<file path="src/rtl/sprite_shifter_pkg.sv">
// Shared PPU sprite definitions.
// Purpose: slot count, OAM attribute bit positions, the per-slot state
//          record and a bit-reversal helper used for horizontal flip.
// Ports:   none (package).
package sprite_shifter_pkg;

    localparam int SLOT_COUNT = 8;
    localparam int SLOT_IDX_W = 3;

    // OAM attribute byte layout
    localparam int ATTR_PAL_LO = 0;
    localparam int ATTR_PAL_HI = 1;
    localparam int ATTR_PRIO   = 5;
    localparam int ATTR_HFLIP  = 6;

    typedef struct packed {
        logic [7:0] pat_lo;
        logic [7:0] pat_hi;
        logic [1:0] pal;
        logic       prio;
        logic [7:0] x_cnt;
    } slot_t;

    // Empty slot: no pattern, counter at zero, sprite behind background.
    localparam slot_t SLOT_CLEAR = '{
        pat_lo: 8'h00,
        pat_hi: 8'h00,
        pal:    2'b00,
        prio:   1'b1,
        x_cnt:  8'h00
    };

    function automatic logic [7:0] bit_reverse8(input logic [7:0] v);
        logic [7:0] r;
        for (int i = 0; i < 8; i++) begin
            r[i] = v[7-i];
        end
        return r;
    endfunction

endpackage

</file>
<file path="src/rtl/sprite_shifter_slot.sv">
// One sprite output slot.
// Purpose: holds one sprite's two pattern bitplanes, palette, priority and
//          X down-counter; counts down to the sprite's X position, then
//          shifts the pattern out MSB-first, one pixel per shifting strobe.
// Ports:
//   clk, rst           clock, synchronous active-high reset
//   clear              empty this slot
//   load               write this slot (wins over clear and shift)
//   shift              dot strobe while the line is visible
//   pat_lo, pat_hi     pattern bitplanes 0/1, bit 7 = leftmost pixel
//   pal, prio, hflip   decoded attribute fields
//   x                  sprite X position
//   pixel              {pal, plane1, plane0} when active, else 0
//   prio_out           stored priority bit
module sprite_slot
    import sprite_shifter_pkg::*;
(
    input  logic       clk,
    input  logic       rst,
    input  logic       clear,
    input  logic       load,
    input  logic       shift,
    input  logic [7:0] pat_lo,
    input  logic [7:0] pat_hi,
    input  logic [1:0] pal,
    input  logic       prio,
    input  logic       hflip,
    input  logic [7:0] x,
    output logic [3:0] pixel,
    output logic       prio_out
);

    slot_t slot_reg;
    slot_t slot_next;

    always_comb begin
        slot_next = slot_reg;
        if (load) begin
            // Flip is resolved at load time so the shifter always emits bit 7.
            slot_next.pat_lo = hflip ? bit_reverse8(pat_lo) : pat_lo;
            slot_next.pat_hi = hflip ? bit_reverse8(pat_hi) : pat_hi;
            slot_next.pal    = pal;
            slot_next.prio   = prio;
            slot_next.x_cnt  = x;
        end else if (clear) begin
            slot_next = SLOT_CLEAR;
        end else if (shift) begin
            if (slot_reg.x_cnt != 8'h00) begin
                slot_next.x_cnt = slot_reg.x_cnt - 8'h01;
            end else begin
                // Zero fill: after eight shifts the slot goes transparent.
                slot_next.pat_lo = {slot_reg.pat_lo[6:0], 1'b0};
                slot_next.pat_hi = {slot_reg.pat_hi[6:0], 1'b0};
            end
        end
    end

    always_ff @(posedge clk) begin
        if (rst) begin
            slot_reg <= SLOT_CLEAR;
        end else begin
            slot_reg <= slot_next;
        end
    end

    assign pixel    = (slot_reg.x_cnt == 8'h00)
                    ? {slot_reg.pal, slot_reg.pat_hi[7], slot_reg.pat_lo[7]}
                    : 4'b0000;
    assign prio_out = slot_reg.prio;

endmodule

</file>
<file path="src/rtl/sprite_shifter.sv">
// Eight-slot PPU sprite shifter.
// Purpose: eight independent sprite slots loaded one at a time during the
//          sprite fetch phase and shifted together during visible dots.
// Ports:
//   clk, rst                   clock, synchronous active-high reset
//   pix_en                     one strobe per PPU dot
//   shift_active               high during visible dots 0..255
//   clear_all                  empty every slot
//   load_en, load_slot         write strobe and target slot
//   load_pat_lo, load_pat_hi   pattern bitplanes
//   load_attr                  OAM attribute byte
//   load_x                     sprite X position
//   sprite_pixel_0..7          per-slot {palette, plane1, plane0}
//   sprite_priority_buff       per-slot priority bits
module sprite_shifter
    import sprite_shifter_pkg::*;
(
    input  logic                  clk,
    input  logic                  rst,
    input  logic                  pix_en,
    input  logic                  shift_active,
    input  logic                  clear_all,
    input  logic                  load_en,
    input  logic [SLOT_IDX_W-1:0] load_slot,
    input  logic [7:0]            load_pat_lo,
    input  logic [7:0]            load_pat_hi,
    input  logic [7:0]            load_attr,
    input  logic [7:0]            load_x,
    output logic [3:0]            sprite_pixel_0,
    output logic [3:0]            sprite_pixel_1,
    output logic [3:0]            sprite_pixel_2,
    output logic [3:0]            sprite_pixel_3,
    output logic [3:0]            sprite_pixel_4,
    output logic [3:0]            sprite_pixel_5,
    output logic [3:0]            sprite_pixel_6,
    output logic [3:0]            sprite_pixel_7,
    output logic [SLOT_COUNT-1:0] sprite_priority_buff
);

    logic       shift;
    logic [3:0] pixel_arr [SLOT_COUNT];

    // Reserved attribute bits do not affect the shifter.
    logic unused_attr_bits;
    assign unused_attr_bits = ^{load_attr[7], load_attr[4:2]};

    assign shift = pix_en & shift_active;

    generate
        for (genvar gi = 0; gi < SLOT_COUNT; gi++) begin : g_slot
            logic load_sel;
            assign load_sel = load_en && (load_slot == SLOT_IDX_W'(gi));

            sprite_slot u_slot (
                .clk      (clk),
                .rst      (rst),
                .clear    (clear_all),
                .load     (load_sel),
                .shift    (shift),
                .pat_lo   (load_pat_lo),
                .pat_hi   (load_pat_hi),
                .pal      (load_attr[ATTR_PAL_HI:ATTR_PAL_LO]),
                .prio     (load_attr[ATTR_PRIO]),
                .hflip    (load_attr[ATTR_HFLIP]),
                .x        (load_x),
                .pixel    (pixel_arr[gi]),
                .prio_out (sprite_priority_buff[gi])
            );
        end
    endgenerate

    assign sprite_pixel_0 = pixel_arr[0];
    assign sprite_pixel_1 = pixel_arr[1];
    assign sprite_pixel_2 = pixel_arr[2];
    assign sprite_pixel_3 = pixel_arr[3];
    assign sprite_pixel_4 = pixel_arr[4];
    assign sprite_pixel_5 = pixel_arr[5];
    assign sprite_pixel_6 = pixel_arr[6];
    assign sprite_pixel_7 = pixel_arr[7];

endmodule

</file>
<file path="config.mk">
export PLATFORM = sky130hd
export DESIGN_NAME = sprite_shifter
export DESIGN_NICKNAME = d
export VERILOG_FILES = /design/src/rtl/sprite_shifter_pkg.sv /design/src/rtl/sprite_shifter_slot.sv /design/src/rtl/sprite_shifter.sv
export SDC_FILE = /design/constraint.sdc
export NUM_CORES = 1
export LEC_CHECK = 0
export ABC_AREA = 1
export CAP_MARGIN = 20
export CORE_ASPECT_RATIO = 0.75
export CORE_MARGIN = 3
export CORE_UTILIZATION = 45
export DETAILED_ROUTE_END_ITERATION = 8
export DONT_BUFFER_PORTS = 1
export PLACE_DENSITY = 0.72
export SETUP_SLACK_MARGIN = 0.02
export SLEW_MARGIN = 40
export SYNTH_ARGS = -nofsm -noshare
export SYNTH_HDL_FRONTEND = slang
export SYNTH_SLANG_ARGS = --single-unit
</file>
<file path="constraint.sdc">
create_clock -name clk -period 2.35 [get_ports clk]
set_clock_uncertainty 0.15 [all_clocks]
set_input_delay 0.3525 -clock clk [delete_from_list [all_inputs] [get_ports clk]]
set_output_delay 0.3525 -clock clk [all_outputs]
set_load 0.02 [all_outputs]
</file>
==> results.py, run 1 <==
metrics = {
    "sta": {
        "rsz0062_at_grt": "yes",
        "tightestPinTransition_ns": 0.784,
        "finalHoldViolCount": 0,
        "hold_slack_ns": 0.0210,
        "period_share_pct": 97.2,
        "finalMaxSlewViolations": 0,
        "period_needed_ns": 2.28,
        "tns_ns": 0,
        "fmax_ghz": 0.438,
        "slew_headroom_pct": 47.7,
        "setup_viol": 0,
    },
    "global_routing": {
        "antenna_found_initial": 2,
        "gr-usage-all-layers_pct": 23.7,
        "overflow": 0,
        "grt_max_degree": 60,
        "first_global_vias": 11000,
        "grt_pass1_wl_um": 56400,
    },
    "layout": {
        "drive_gt1_share_pct": 10.5,
        "area_growth_pct": 13.5,
        "largest_reg_flops": 208,
        "final_cell_area_mm2": 0.0136,
        "fillerInstances": 2567,
        "fin_util_pct": 52.3,
        "num-nets-final": 2070,
    },
    "die": {
        "die_area_mm2": 0.0287,
        "start_util_pct": 46.1,
        "die_x_um": 195,
        "rows": 51,
        "fp.dieH_um": 148,
        "ios": 81,
        "coreArea_mm2": 0.0261,
    },
    "power": {
        "power_frac_clock_pct": 34.5,
        "p_switching_w": 0.00347,
        "internal_power_w": 0.00693,
        "leakage_nw": 6.06,
        "total_power_w": 0.0104,
        "peakVddDrop_uv": 545,
        "combPwrFrac_pct": 25.2,
        "powerDensity_mw_per_mm2": 762,
        "swShare_pct": 33.3,
        "pwr-share-seq_pct": 40.2,
    },
    "synthesis": {
        "ys_types": 24,
        "synth.avg_cell_area_um2": 5.96,
        "syn_area_mm2": 0.0120,
        "postSynthCellCount": 2017,
        "synth_seq_cells": 216,
        "syn-num-nets": 2066,
        "ys_seq_area_share_pct": 36.0,
        "ys_warn_count": 0,
    },
    "setup_path": {
        "cp_data_arrival_time_ns": 1.78,
        "required_ns": 1.85,
        "rr_worst_depth": 10,
        "cp_max_fo": 4,
        "end_kind": "output pin",
        "critical_path_class": "flop to output pin",
        "cp-start-kind": "flop",
    },
    "routing": {
        "ant_nets": 0,
        "wl_per_cell_um": 14.7,
        "routed_wl_um": 35100,
        "firstDrtPassIters": 7,
        "drt_iter0_drc": 1012,
        "viasPerCell": 5.22,
        "drc": 0,
        "vias": 12400,
    },
    "placement": {
        "portBuffers": 0,
        "dpl_cell_area_mm2": 0.0124,
        "hpwl_um": 22800,
        "place_congestion": 0.868,
    },
    "clock_network": {
        "path_clk_slew_ns": 0.06,
        "h-tree-depth": 1,
        "cts_buffer_depth": 3,
        "cts_tree": "built",
        "cts.sinks": 216,
        "cts_buffers": 23,
        "cts-root-buf": "clkbuf_16",
        "clk_latency_ns": 0.52,
    },
    "hold_path": {
        "min_path_type": "input port to flop",
        "whs_path_depth": 5,
    },
    "flow_run": {
        "drv_cap": 0,
    },
    "status": {
        "status": "finished, final reports clean",
    },
}
power groups by stage:
stage	Clock [W]	Combinational (W)	Sequential [W]
final	0.00359	0.00262	0.00418
after floorplan	0	0.00185	0.00420
after detailed placement	0	0.00229	0.00425
after global routing	0.00382	0.00298	0.00422
after CTS	0.00365	0.00250	0.00417
after global placement	0	0.00223	0.00424
path summary, 6_finish.rpt:
check,start,to,slack [ns]
setup / recovery,g_slot[2].u_slot.slot_reg[0],sprite_pixel_2[0],0.07
hold / removal,clear_all,g_slot[0].u_slot.slot_reg[7],0.02
hold reg to reg,g_slot[2].u_slot.slot_reg[9],g_slot[2].u_slot.slot_reg[9],0.31
setup reg to reg,g_slot[1].u_slot.slot_reg[0],g_slot[1].u_slot.slot_reg[24],0.32
cells in the mapped netlist, drive strengths merged:
library cell    n  area, um^2
nor2          444        1750
nand4           8        50.1
clkbuf         36         135
o22ai          32         200
inv           141         532
ha              8         100
a21oi          61         305
buf            68         433
dfxtp         216        4320
o21ai          48         255
nand3         195         976
xnor2           8        70.1
nand2         752        2890
routing by layer:
layer | track usage [%] | up-vias | part of all wire, %
li1 | - | 6269 | -
met1 | 33.4 | 5681 | 45
met2 | 37.8 | 397 | 44
met3 | 4.69 | 67 | 8.2
met4 | 5.74 | 2 | 2.3
met5 | 0 | - | 0.037
cell usage in the layout (no fill, tap or decap), types with 3 or more instances in the layout:
| master | instances |
|---|---|
| nand2_1 | 731 |
| buf_12 | 4 |
| dlygate4sd3_1 | 10 |
| inv_1 | 121 |
| clkbuf_8 | 5 |
| nand4_1 | 8 |
| inv_2 | 15 |
| ha_4 | 4 |
| inv_4 | 5 |
| clkbuf_16 | 23 |
| ha_2 | 4 |
| o22ai_1 | 32 |
| o21ai_2 | 4 |
| nand2_4 | 3 |
| o21ai_0 | 33 |
| nor2_4 | 36 |
| a21oi_1 | 61 |
| dfxtp_1 | 214 |
| xnor2_1 | 8 |
| clkbuf_1 | 6 |
| o21ai_1 | 11 |
| nor2_1 | 391 |
| buf_4 | 65 |
| nand2_2 | 18 |
| nand3_1 | 195 |
| nor2_2 | 17 |
| buf_6 | 3 |
timing repair:
action,4_1_cts,5_1_grt
resized for setup,70,28
setup endpoints to repair,32,32
pin swaps,2,12
setup buffers,2,11
hold endpoints to repair,113,0
hold buffers,11,0
final cells by class:
type	count	area (um^2)	area share [%]
Multi-Input combinational cell	1556	6890	50.5
Sequential cell	216	4330	31.7
Timing Repair Buffer	83	729	5.35
Clock buffer	34	667	4.89
Inverter	141	542	3.97
Tap cell	344	430	3.16
Clock inverter	5	57.6	0.422
Antenna cell	1	2.50	0.0183
worst max-delay path: stages, from the launching register on:
cell	delay (ns)
dfxtp_1	0.32
inv_1	0.15
ha_4	0.18
nand2_2	0.09
nor2_4	0.19
inv_2	0.12
nor2_4	0.20
kinds of logic (layout without fill, tap and decap cells):
family | Yosys count | in the layout | synth area share, %
AND/OR/NAND/NOR | 1399 | 1399 | 47.1
buffers and inverters | 245 | 263 | 9.15
flip-flops | 216 | 216 | 36.0
AO/OA/AOI/OAI | 141 | 141 | 6.33
adder cells (fa/ha/maj) | 8 | 8 | 0.833
XOR/XNOR | 8 | 8 | 0.583
other | 0 | 1 | 0
through the flow:
stage                     setup slack [ns]  instances
after CTS                           0.0219       2368
final                               0.0666       2380
after detailed placement             0.203       2316
after floorplan                      0.569       2017
after global placement               0.248       2316
after global routing               0.00615       2380
No activity file was read; power rests on OpenSTA's default activity.
==> run 2, diff against run 1 <==
--- a/config.mk
+++ b/config.mk
@@ -10,6 +10,7 @@
 export CORE_ASPECT_RATIO = 0.75
 export CORE_MARGIN = 3
 export CORE_UTILIZATION = 45
+export CTS_BUF_LIST = sky130_fd_sc_hd__clkbuf_4
 export DETAILED_ROUTE_END_ITERATION = 8
 export DONT_BUFFER_PORTS = 1
 export PLACE_DENSITY = 0.72
==> results.py, run 2 (synthesis results as in run 1) <==
metrics = {
    "sta": {
        "period_needed_ns": 2.37,
        "slew_headroom_pct": 45.5,
        "timing.final.ws_setup_ns": -0.0243,
        "tightestPinTransition_ns": 0.814,
        "rsz0062_at_grt": "yes",
        "period_share_pct": 101,
        "finalMaxSlewViolations": 0,
        "finalHoldViolCount": 0,
        "setup_viol": 2,
        "fmax_ghz": 0.421,
    },
    "status": {
        "violations": "negative setup slack",
        "status": "complete, but fails checks",
    },
    "layout": {
        "largest_reg_flops": 208,
        "area_growth_pct": 18.6,
        "final_cell_mix": "nand2_1 (722), nor2_1 (376), dfxtp_1 (205)",
        "final_common_cell": "nand2_1",
        "multiInputGateArea_mm2": 0.00712,
        "num-nets-final": 2144,
        "fillerInstances": 2507,
        "drive_gt1_share_pct": 15.8,
        "final_cell_area_mm2": 0.0143,
        "finalNonFillerCells": 2480,
        "regArea_mm2": 0.00434,
    },
    "setup_path": {
        "critical_path_class": "flop to output pin",
        "required_ns": 1.85,
        "cp_max_fo": 4,
        "rr_worst_depth": 14,
        "rrSetupSlack_ns": 0.19,
        "cp-start-kind": "flop",
        "r2r-start": "g_slot[6].u_slot.slot_reg[0]",
        "end_kind": "output pin",
        "r2r-end": "g_slot[6].u_slot.slot_reg[22]",
        "cp_data_arrival_time_ns": 1.87,
    },
    "die": {
        "die_area_mm2": 0.0287,
        "die_x_um": 195,
        "fp.dieH_um": 148,
        "ios": 81,
        "coreArea_mm2": 0.0261,
        "rows": 51,
        "start_util_pct": 46.1,
    },
    "routing": {
        "firstDrtPassIters": 6,
        "drc": 0,
        "vias": 12800,
        "wl_per_cell_um": 14.8,
        "drt_iter0_drc": 1192,
        "routed_wl_um": 36700,
        "viasPerCell": 5.17,
        "ant_nets": 0,
    },
    "placement": {
        "portBuffers": 0,
        "dp.cells": 2316,
        "post-place-ws_ns": 0.203,
        "place_congestion": 0.868,
        "dpl_cell_area_mm2": 0.0124,
        "hpwl_um": 22800,
    },
    "global_routing": {
        "grt_max_degree": 60,
        "first_global_vias": 11600,
        "grt_pass1_wl_um": 58900,
        "gr-usage-all-layers_pct": 24.9,
        "antenna_found_initial": 1,
        "overflow": 0,
    },
    "hold_path": {
        "whs_path_depth": 6,
        "whs_endpoint": "g_slot[0].u_slot.slot_reg[14]",
        "worstHoldStart": "load_pat_hi[3]",
        "min_path_type": "input port to flop",
    },
    "clock_network": {
        "h-tree-depth": 2,
        "cts_buffer_depth": 3,
        "cts-root-buf": "clkbuf_4",
        "cts.sinks": 216,
        "cts_buffers": 55,
        "cts_tree": "built",
        "clk_latency_ns": 0.72,
        "path_clk_slew_ns": 0.07,
    },
    "power": {
        "peakVddDrop_uv": 419,
        "powerDensity_mw_per_mm2": 735,
        "leakage_nw": 6.36,
    },
    "flow_run": {
        "drv_cap": 0,
    },
}
==> run 2: changes by cell type in the layout (fill, tap and decap cells not counted), sizes merged <==
cell         change
diode            +1
clkbuf          +48
inv              -3
clkinv          +12
buf             +28
dlygate4sd3     +14
==> run 2: layout make-up <==
| class | count | share of cell area [%] |
|---|---|---|
| Inverter | 141 | 3.96 |
| Clock buffer | 82 | 4.32 |
| Timing Repair Buffer | 125 | 7.76 |
| Antenna cell | 2 | 0.0351 |
| Multi-Input combinational cell | 1556 | 49.9 |
| Sequential cell | 216 | 30.4 |
| Clock inverter | 14 | 0.588 |
| Tap cell | 344 | 3.02 |
==> run 2: stage by stage <==
step / power [W] / utilization, % / setup TNS (ns) / hold slack, ns
after global routing: 0.0112 / 54.6 / -0.776 / 0.0333
final: 0.0105 / 54.6 / -0.0323 / 0.0499
after global placement: 0.00647 / 47.4 / 0 / 0.279
after floorplan: 0.00605 / - / 0 / 0.289
after CTS: 0.0103 / 53.5 / -0.0695 / 0.0000497
after detailed placement: 0.00653 / 47.4 / 0 / 0.282
==> run 2: power by group <==
group	total [W]	switching, W	internal (W)
clock	0.00330	0.00160	0.00170
combinational	0.00298	0.00187	0.00111
sequential	0.00421	0.000245	0.00396
total	0.0105	0.00372	0.00677
==> run 2: how the worst max path moves through the flow <==
| stage | end | depth (start not counted) | slack (ns) | start |
|---|---|---|---|---|
| 6_report | sprite_pixel_4[3] | 8 | -0.02 | g_slot[4].u_slot.slot_reg[0] |
| 5_1_grt | sprite_pixel_4[3] | 8 | -0.12 | g_slot[4].u_slot.slot_reg[0] |
| 4_1_cts | sprite_pixel_4[3] | 8 | -0.03 | g_slot[4].u_slot.slot_reg[1] |
| 3_5_place_dp | g_slot[1].u_slot.slot_reg[22] | 9 | 0.20 | g_slot[1].u_slot.slot_reg[0] |
| 3_3_place_gp | sprite_pixel_5[0] | 6 | 0.25 | g_slot[5].u_slot.slot_reg[0] |
| 2_1_floorplan | sprite_pixel_5[0] | 6 | 0.57 | g_slot[5].u_slot.slot_reg[0] |
==> run 2: critical path: stages (launching register included) <==
cell	delay (ns)
dfxtp_2	0.33
inv_2	0.07
ha_4	0.16
nand2_4	0.06
nor2_4	0.10
buf_6	0.15
inv_8	0.05
nor2_4	0.10
buf_6	0.12
==> run 2: what timing repair did <==
item / in CTS / in global routing
endpoints found under the setup margin: 32 / 42
pin swaps: 25 / 28
buffers inserted: 24 / 17
gates resized for setup: 133 / 53
hold endpoints to repair: 163 / 3
hold buffers: 25 / 1
==> run 2: metal layers <==
metal  vias to the layer above  global-route usage, %  share of wire, %
met1                      5753                   34.0                44
met2                       497                   39.0                45
met3                        95                   5.95               8.8
met4                         2                   8.48               2.7
li1                       6465                      -                 -
met5                         -                      0             0.035
